<file path="src/rtl/dct_pass_scheduler.sv">
// Drives one shared 1D DCT core through 8 row passes, then 8 column passes via an 8x8 transpose buffer.
// One core op in flight at a time; per-op watchdog; column output is held until out_ready and stalls further issues.
module dct_pass_scheduler #(
    parameter int IN_WIDTH = 8,
    parameter int DW       = 20,
    parameter int TIMEOUT  = 64
) (
    input  logic                  clk,
    input  logic                  rst,
    input  logic                  in_valid,
    output logic                  in_ready,
    input  logic [8*IN_WIDTH-1:0] in_row,
    output logic                  core_load,
    output logic [8*DW-1:0]       core_x,
    output logic                  core_ready,
    input  logic                  core_valid,
    input  logic [8*DW-1:0]       core_y,
    output logic                  out_valid,
    input  logic                  out_ready,
    output logic [8*DW-1:0]       out_col,
    output logic [2:0]            out_idx,
    output logic                  out_last,
    output logic                  busy,
    output logic                  block_done,
    output logic [1:0]            err
);

    localparam int WDW = $clog2(TIMEOUT + 1);

    typedef enum logic [2:0] {
        ROW_IN,
        ROW_WAIT,
        COL_ISSUE,
        COL_WAIT,
        COL_OUT
    } state_t;

    state_t           state_q;
    logic [2:0]       row_q;
    logic [2:0]       col_q;
    logic [WDW-1:0]   wd_q;
    logic             core_load_q;
    logic [8*DW-1:0]  core_x_q;
    logic             out_valid_q;
    logic [8*DW-1:0]  out_col_q;
    logic [2:0]       out_idx_q;
    logic             out_last_q;
    logic             block_done_q;
    logic [1:0]       err_q;
    logic [DW-1:0]    tbuf_q [8][8];

    logic in_wait;
    logic wd_expired;

    assign in_wait    = (state_q == ROW_WAIT) || (state_q == COL_WAIT);
    assign wd_expired = (wd_q == WDW'(TIMEOUT - 1));

    assign in_ready   = (state_q == ROW_IN);
    assign core_ready = in_wait;
    assign busy       = !((state_q == ROW_IN) && (row_q == 3'd0));
    assign core_load  = core_load_q;
    assign core_x     = core_x_q;
    assign out_valid  = out_valid_q;
    assign out_col    = out_col_q;
    assign out_idx    = out_idx_q;
    assign out_last   = out_last_q;
    assign block_done = block_done_q;
    assign err        = err_q;

    // Row results land in buffer row r; columns are read back across rows.
    always_ff @(posedge clk) begin
        if (state_q == ROW_WAIT && core_valid) begin
            for (int i = 0; i < 8; i++) begin
                tbuf_q[row_q][i] <= core_y[i*DW +: DW];
            end
        end
    end

    always_ff @(posedge clk) begin
        if (rst) begin
            state_q      <= ROW_IN;
            row_q        <= 3'd0;
            col_q        <= 3'd0;
            wd_q         <= '0;
            core_load_q  <= 1'b0;
            core_x_q     <= '0;
            out_valid_q  <= 1'b0;
            out_col_q    <= '0;
            out_idx_q    <= 3'd0;
            out_last_q   <= 1'b0;
            block_done_q <= 1'b0;
            err_q        <= 2'b00;
        end else begin
            core_load_q  <= 1'b0;
            block_done_q <= 1'b0;
            if (core_valid && !in_wait) begin
                err_q[1] <= 1'b1;
            end
            case (state_q)
                ROW_IN: begin
                    if (in_valid) begin
                        for (int i = 0; i < 8; i++) begin
                            core_x_q[i*DW +: DW] <= DW'($signed(in_row[i*IN_WIDTH +: IN_WIDTH]));
                        end
                        core_load_q <= 1'b1;
                        wd_q        <= '0;
                        state_q     <= ROW_WAIT;
                    end
                end
                ROW_WAIT: begin
                    if (core_valid) begin
                        if (row_q == 3'd7) begin
                            col_q   <= 3'd0;
                            state_q <= COL_ISSUE;
                        end else begin
                            row_q   <= row_q + 3'd1;
                            state_q <= ROW_IN;
                        end
                    end else if (wd_expired) begin
                        err_q[0] <= 1'b1;
                        row_q    <= 3'd0;
                        col_q    <= 3'd0;
                        state_q  <= ROW_IN;
                    end else begin
                        wd_q <= wd_q + WDW'(1);
                    end
                end
                COL_ISSUE: begin
                    for (int i = 0; i < 8; i++) begin
                        core_x_q[i*DW +: DW] <= tbuf_q[i][col_q];
                    end
                    core_load_q <= 1'b1;
                    wd_q        <= '0;
                    state_q     <= COL_WAIT;
                end
                COL_WAIT: begin
                    if (core_valid) begin
                        out_col_q   <= core_y;
                        out_idx_q   <= col_q;
                        out_last_q  <= (col_q == 3'd7);
                        out_valid_q <= 1'b1;
                        state_q     <= COL_OUT;
                    end else if (wd_expired) begin
                        err_q[0]    <= 1'b1;
                        row_q       <= 3'd0;
                        col_q       <= 3'd0;
                        out_valid_q <= 1'b0;
                        state_q     <= ROW_IN;
                    end else begin
                        wd_q <= wd_q + WDW'(1);
                    end
                end
                COL_OUT: begin
                    if (out_ready) begin
                        out_valid_q <= 1'b0;
                        out_last_q  <= 1'b0;
                        if (col_q == 3'd7) begin
                            block_done_q <= 1'b1;
                            row_q        <= 3'd0;
                            col_q        <= 3'd0;
                            state_q      <= ROW_IN;
                        end else begin
                            col_q   <= col_q + 3'd1;
                            state_q <= COL_ISSUE;
                        end
                    end
                end
                default: begin
                    state_q <= ROW_IN;
                end
            endcase
        end
    end

endmodule

</file>
<file path="config.mk">
export PLATFORM = sky130hd
export DESIGN_NAME = dct_pass_scheduler
export DESIGN_NICKNAME = d
export VERILOG_FILES = /design/src/rtl/dct_pass_scheduler.sv
export SDC_FILE = /design/constraint.sdc
export NUM_CORES = 2
export LEC_CHECK = 0
export BUFFER_PORTS_ARGS = -buffer_cell sky130_fd_sc_hd__buf_2
export CAP_MARGIN = 10
export CORE_MARGIN = 2
export CORE_UTILIZATION = 59
export DETAILED_ROUTE_END_ITERATION = 7
export PLACE_DENSITY = 0.81
export SLEW_MARGIN = 20
export SYNTH_ARGS = -nofsm -noshare
export SYNTH_HDL_FRONTEND = slang
export SYNTH_SLANG_ARGS = --single-unit
</file>
<file path="constraint.sdc">
create_clock -name clk -period 22.9 [get_ports clk]
set_input_delay 6.87 -clock clk [delete_from_list [all_inputs] [get_ports clk]]
set_output_delay 6.87 -clock clk [all_outputs]
set_load 0.01 [all_outputs]
</file>
==> run metrics <==
worst reg2reg path depth=5; average instance area after synthesis=between 15 and 20 um2; initial antenna violation count=34; shortest clock period the worst path allows after layout=10.01 ns; clk root buf=sky130_fd_sc_hd__clkbuf_16; total vias in the final route=36290; slowest library cell on the worst path=sky130_fd_sc_hd__buf_4; final standard cell count with taps included and fillers excluded=between 5000 and 6000; number of flops mapped to enable cells by yosys=1280; pin count of the biggest net entering global routing=167; number of synthesized register bits=1625; post-route clock skew=around 0.031 ns; average wire length per cell after detail routing=33.92 um; later-pin clock latency in the skew report=0.77 ns; Layout Area Growth over Synthesis=15.32%; leading cell types in the layout, fill and taps excluded=sky130_fd_sc_hd__edfxtp_1 (1280), sky130_fd_sc_hd__buf_2 (559), sky130_fd_sc_hd__dfxtp_1 (343); count of buffering cells on the critical path with inverters included=3; Nets=4039; TritonRoute pass-1 iters=6; critical path class=in2reg; delay-heaviest family, CP=buffers and inverters; primary flip-flop cell chosen by synthesis mapping=sky130_fd_sc_hd__edfxtp_1; post-placement cell area=63260 um2; standard-cell row count=116; TritonCTS clock tree=done; yosys warns=0; Final HPWL DP=109500 um; number of cells on the critical path=6; Crit Path Max Fanout=between 80 and 90; initial core utilization=59.29%; fraction of synthesis flops using an asynchronous set or reset pin=0%; share of the clock period used by the worst path after layout=43.72%; signal arrival time at the worst endpoint=10.38 ns; number of maximum-capacitance constraint violations=0; I/O Buffers=560; post-synthesis instance total=about 3200; Worst Path Required=~23 ns; filler cell count=5956; clock-pin transition on the worst setup and hold timing paths=0.06 ns; routed via count divided by cell count=6.909; y dimension of the die=between 300 and 400 um; H-Tree Depth=4; layout cell share with drive strength beyond 1=30.15%; sequential group share of total power=roughly 54%; actual transition at the worst max-transition pin=1.168 ns; Fin Setup TNS=0 ns; DP Cell Count=approximately 4900; power per standard cell area=87.36 nW/um2; TritonCTS Sinks=1625; Die Outline Area=between 100000 and 150000 um2; Synth Cell Area=roughly 59000 um2; number of unique standard cell types used by synthesis=50; peak supply drop=68.98 uV; cell count of the worst hold path=2; P_sw=1.286 mW; highest achievable clock rate=99.87 MHz; Post-CTS Hold Buffers=0; result of the run=complete, no violations; sort of element at the end of the critical path=register; DR iter-0 viols=approximately 6000; total grt overflow=0; CP most frequent cell=sky130_fd_sc_hd__buf_4; die span in x=320.8 um; slowest stage delay, CP=0.95 ns; area of the core region=99860 um2; number of CTS-inserted buffers=~160; weighted congestion reported at the end of routability-driven placement=0.9259; setup repair after global routing missed its margin=no; number of gates given a new drive strength after cts=0; via count of the first global-routing pass=between 30000 and 40000; clock network fraction of total power=42.0%; P_int=around 4.7 mW; drc violations=0; pre-CTS setup slack=12.26 ns; final setup margin=12.89 ns; series of cell instances along the critical path=buf_2, nand4bb_1, nand2b_1, nor2_4, buf_4, buf_4; number of failing hold endpoints at the final stage=0; number of nets with antenna violations after detailed routing=0; wire length of the first global-routing pass=roughly 250000 um; combinational power share=3.7%; wirelength, routed=178200 um; final cell area excluding filler cells=68270 um2; post-layout utilization of the core=68.37%; synthesized netlist net count=3463; sequential element share of the synthesized area=76.59%; leading cell type in the layout, fill and taps excluded=sky130_fd_sc_hd__edfxtp_1; max-slew violation count=0; maximum root-to-sink buffer count=3; Leakage=22.83 nW; Post-CTS Setup Repair Bufs=0; overall fraction of global-route tracks in use=34.40%; final setup violation count=0; Worst Setup Start Kind=primary input; number of placed I/O pins=roughly 560; share of total power consumed by net switching=roughly 22%; class of the tightest hold or removal check=reg2reg; relative slew slack=22.12%
-- layer usage --
layer	vias up	global-route usage [%]	part of all wire, %
li1	14010	-	-
met4	16	16.72	5.3
met1	18110	47.97	34
met5	-	0.09456	0.057
met3	579	12.19	16
met2	3567	48.83	44
-- stage by stage --
| step | hold WS (ns) | power [mW] |
|---|---|---|
| 3_3_place_gp | 0.4380 | 3.502 |
| 2_1_floorplan | 0.4520 | 3.359 |
| 3_5_place_dp | 0.4430 | 3.508 |
| 6_report | 0.4506 | 5.964 |
| 5_1_grt | 0.4662 | 6.081 |
| 4_1_cts | 0.4517 | 5.962 |
-- synth_stat cells, types with 2 or more instances --
master / instances / share of area, %
sky130_fd_sc_hd__a22o_1: 58 / 0.86
sky130_fd_sc_hd__o21ai_0: 126 / 1.1
sky130_fd_sc_hd__clkbuf_1: 100 / 0.63
sky130_fd_sc_hd__nor2b_1: 11 / 0.12
sky130_fd_sc_hd__and3_1: 3 / 0.032
sky130_fd_sc_hd__mux2i_1: 2 / 0.034
sky130_fd_sc_hd__a21oi_1: 181 / 1.5
sky130_fd_sc_hd__a221o_1: 56 / 0.95
sky130_fd_sc_hd__ha_1: 6 / 0.13
sky130_fd_sc_hd__nor3b_1: 3 / 0.038
sky130_fd_sc_hd__buf_6: 6 / 0.11
sky130_fd_sc_hd__mux4_2: 320 / 12
sky130_fd_sc_hd__o22ai_1: 105 / 1.1
sky130_fd_sc_hd__nor3_1: 12 / 0.10
sky130_fd_sc_hd__xor2_1: 3 / 0.044
sky130_fd_sc_hd__inv_1: 12 / 0.076
sky130_fd_sc_hd__nand2b_1: 3 / 0.032
sky130_fd_sc_hd__and4b_1: 2 / 0.034
sky130_fd_sc_hd__buf_4: 27 / 0.34
sky130_fd_sc_hd__a21boi_0: 2 / 0.025
sky130_fd_sc_hd__o211ai_1: 2 / 0.025
sky130_fd_sc_hd__buf_2: 62 / 0.52
sky130_fd_sc_hd__a2111oi_0: 3 / 0.044
sky130_fd_sc_hd__nand3_1: 4 / 0.034
sky130_fd_sc_hd__nand4bb_1: 2 / 0.038
sky130_fd_sc_hd__nand4b_1: 3 / 0.044
sky130_fd_sc_hd__edfxtp_1: 1280 / 65
sky130_fd_sc_hd__nand3b_1: 4 / 0.051
sky130_fd_sc_hd__nor4_1: 2 / 0.021
sky130_fd_sc_hd__nor2_1: 122 / 0.77
sky130_fd_sc_hd__nand2_1: 338 / 2.1
sky130_fd_sc_hd__buf_1: 4 / 0.025
sky130_fd_sc_hd__dfxtp_1: 345 / 12
sky130_fd_sc_hd__and2_1: 3 / 0.032
-- cells by family after synthesis --
logic type | after synthesis | share of synthesized area, %
flops | 1625 | 76.59
compound gates | 541 | 5.717
simple gates | 519 | 3.597
mux | 322 | 12.21
buf+inv | 212 | 1.722
fa+ha+maj | 6 | 0.1268
xor+xnor | 3 | 0.04439
-- path summary, 6_finish.rpt --
kind | startpoint | endpoint | slack (ns)
min reg2reg | out_col[124] | out_col[124] | 0.45
max reg2reg | state_q[0] | tbuf_q[6][78] | 18.25
max | core_valid | tbuf_q[6][78] | 12.89
min | out_col[124] | out_col[124] | 0.45
-- registers in the layout, indices dropped and copies added (netlist names), 2 cells and up --
signal	cells
col_q	3
core_x	160
err	2
out_col	160
out_idx	3
row_q	3
state_q	3
tbuf_q	1280
wd_q	7
-- worst reg2reg max path: stages (launching register included) --
cell	delay (ns)
sky130_fd_sc_hd__dfxtp_1	0.90
sky130_fd_sc_hd__nand4bb_1	0.33
sky130_fd_sc_hd__nand2b_1	0.44
sky130_fd_sc_hd__nor2_4	0.84
sky130_fd_sc_hd__buf_4	0.69
sky130_fd_sc_hd__buf_4	1.00
-- layout make-up --
cell class	instances	area (um2)	area share [%]
sequential	1625	45350	66.43
multi-input combinational	1391	12980	19.01
clock buffer	235	4474	6.554
timing repair buffer	618	3304	4.840
tap	1298	1624	2.379
clock inverter	55	447.9	0.6561
inverter	13	48.80	0.07147
antenna	17	42.54	0.06231
-- power by group through the flow --
stage	registers [mW]	clock network (mW)	logic, mW
5_1_grt	3.24	2.62	0.225
4_1_cts	3.24	2.51	0.212
3_5_place_dp	3.30	0	0.208
3_3_place_gp	3.30	0	0.204
6_report	3.24	2.50	0.221
2_1_floorplan	3.31	0	0.0522
(Power assumes the default switching activity.)
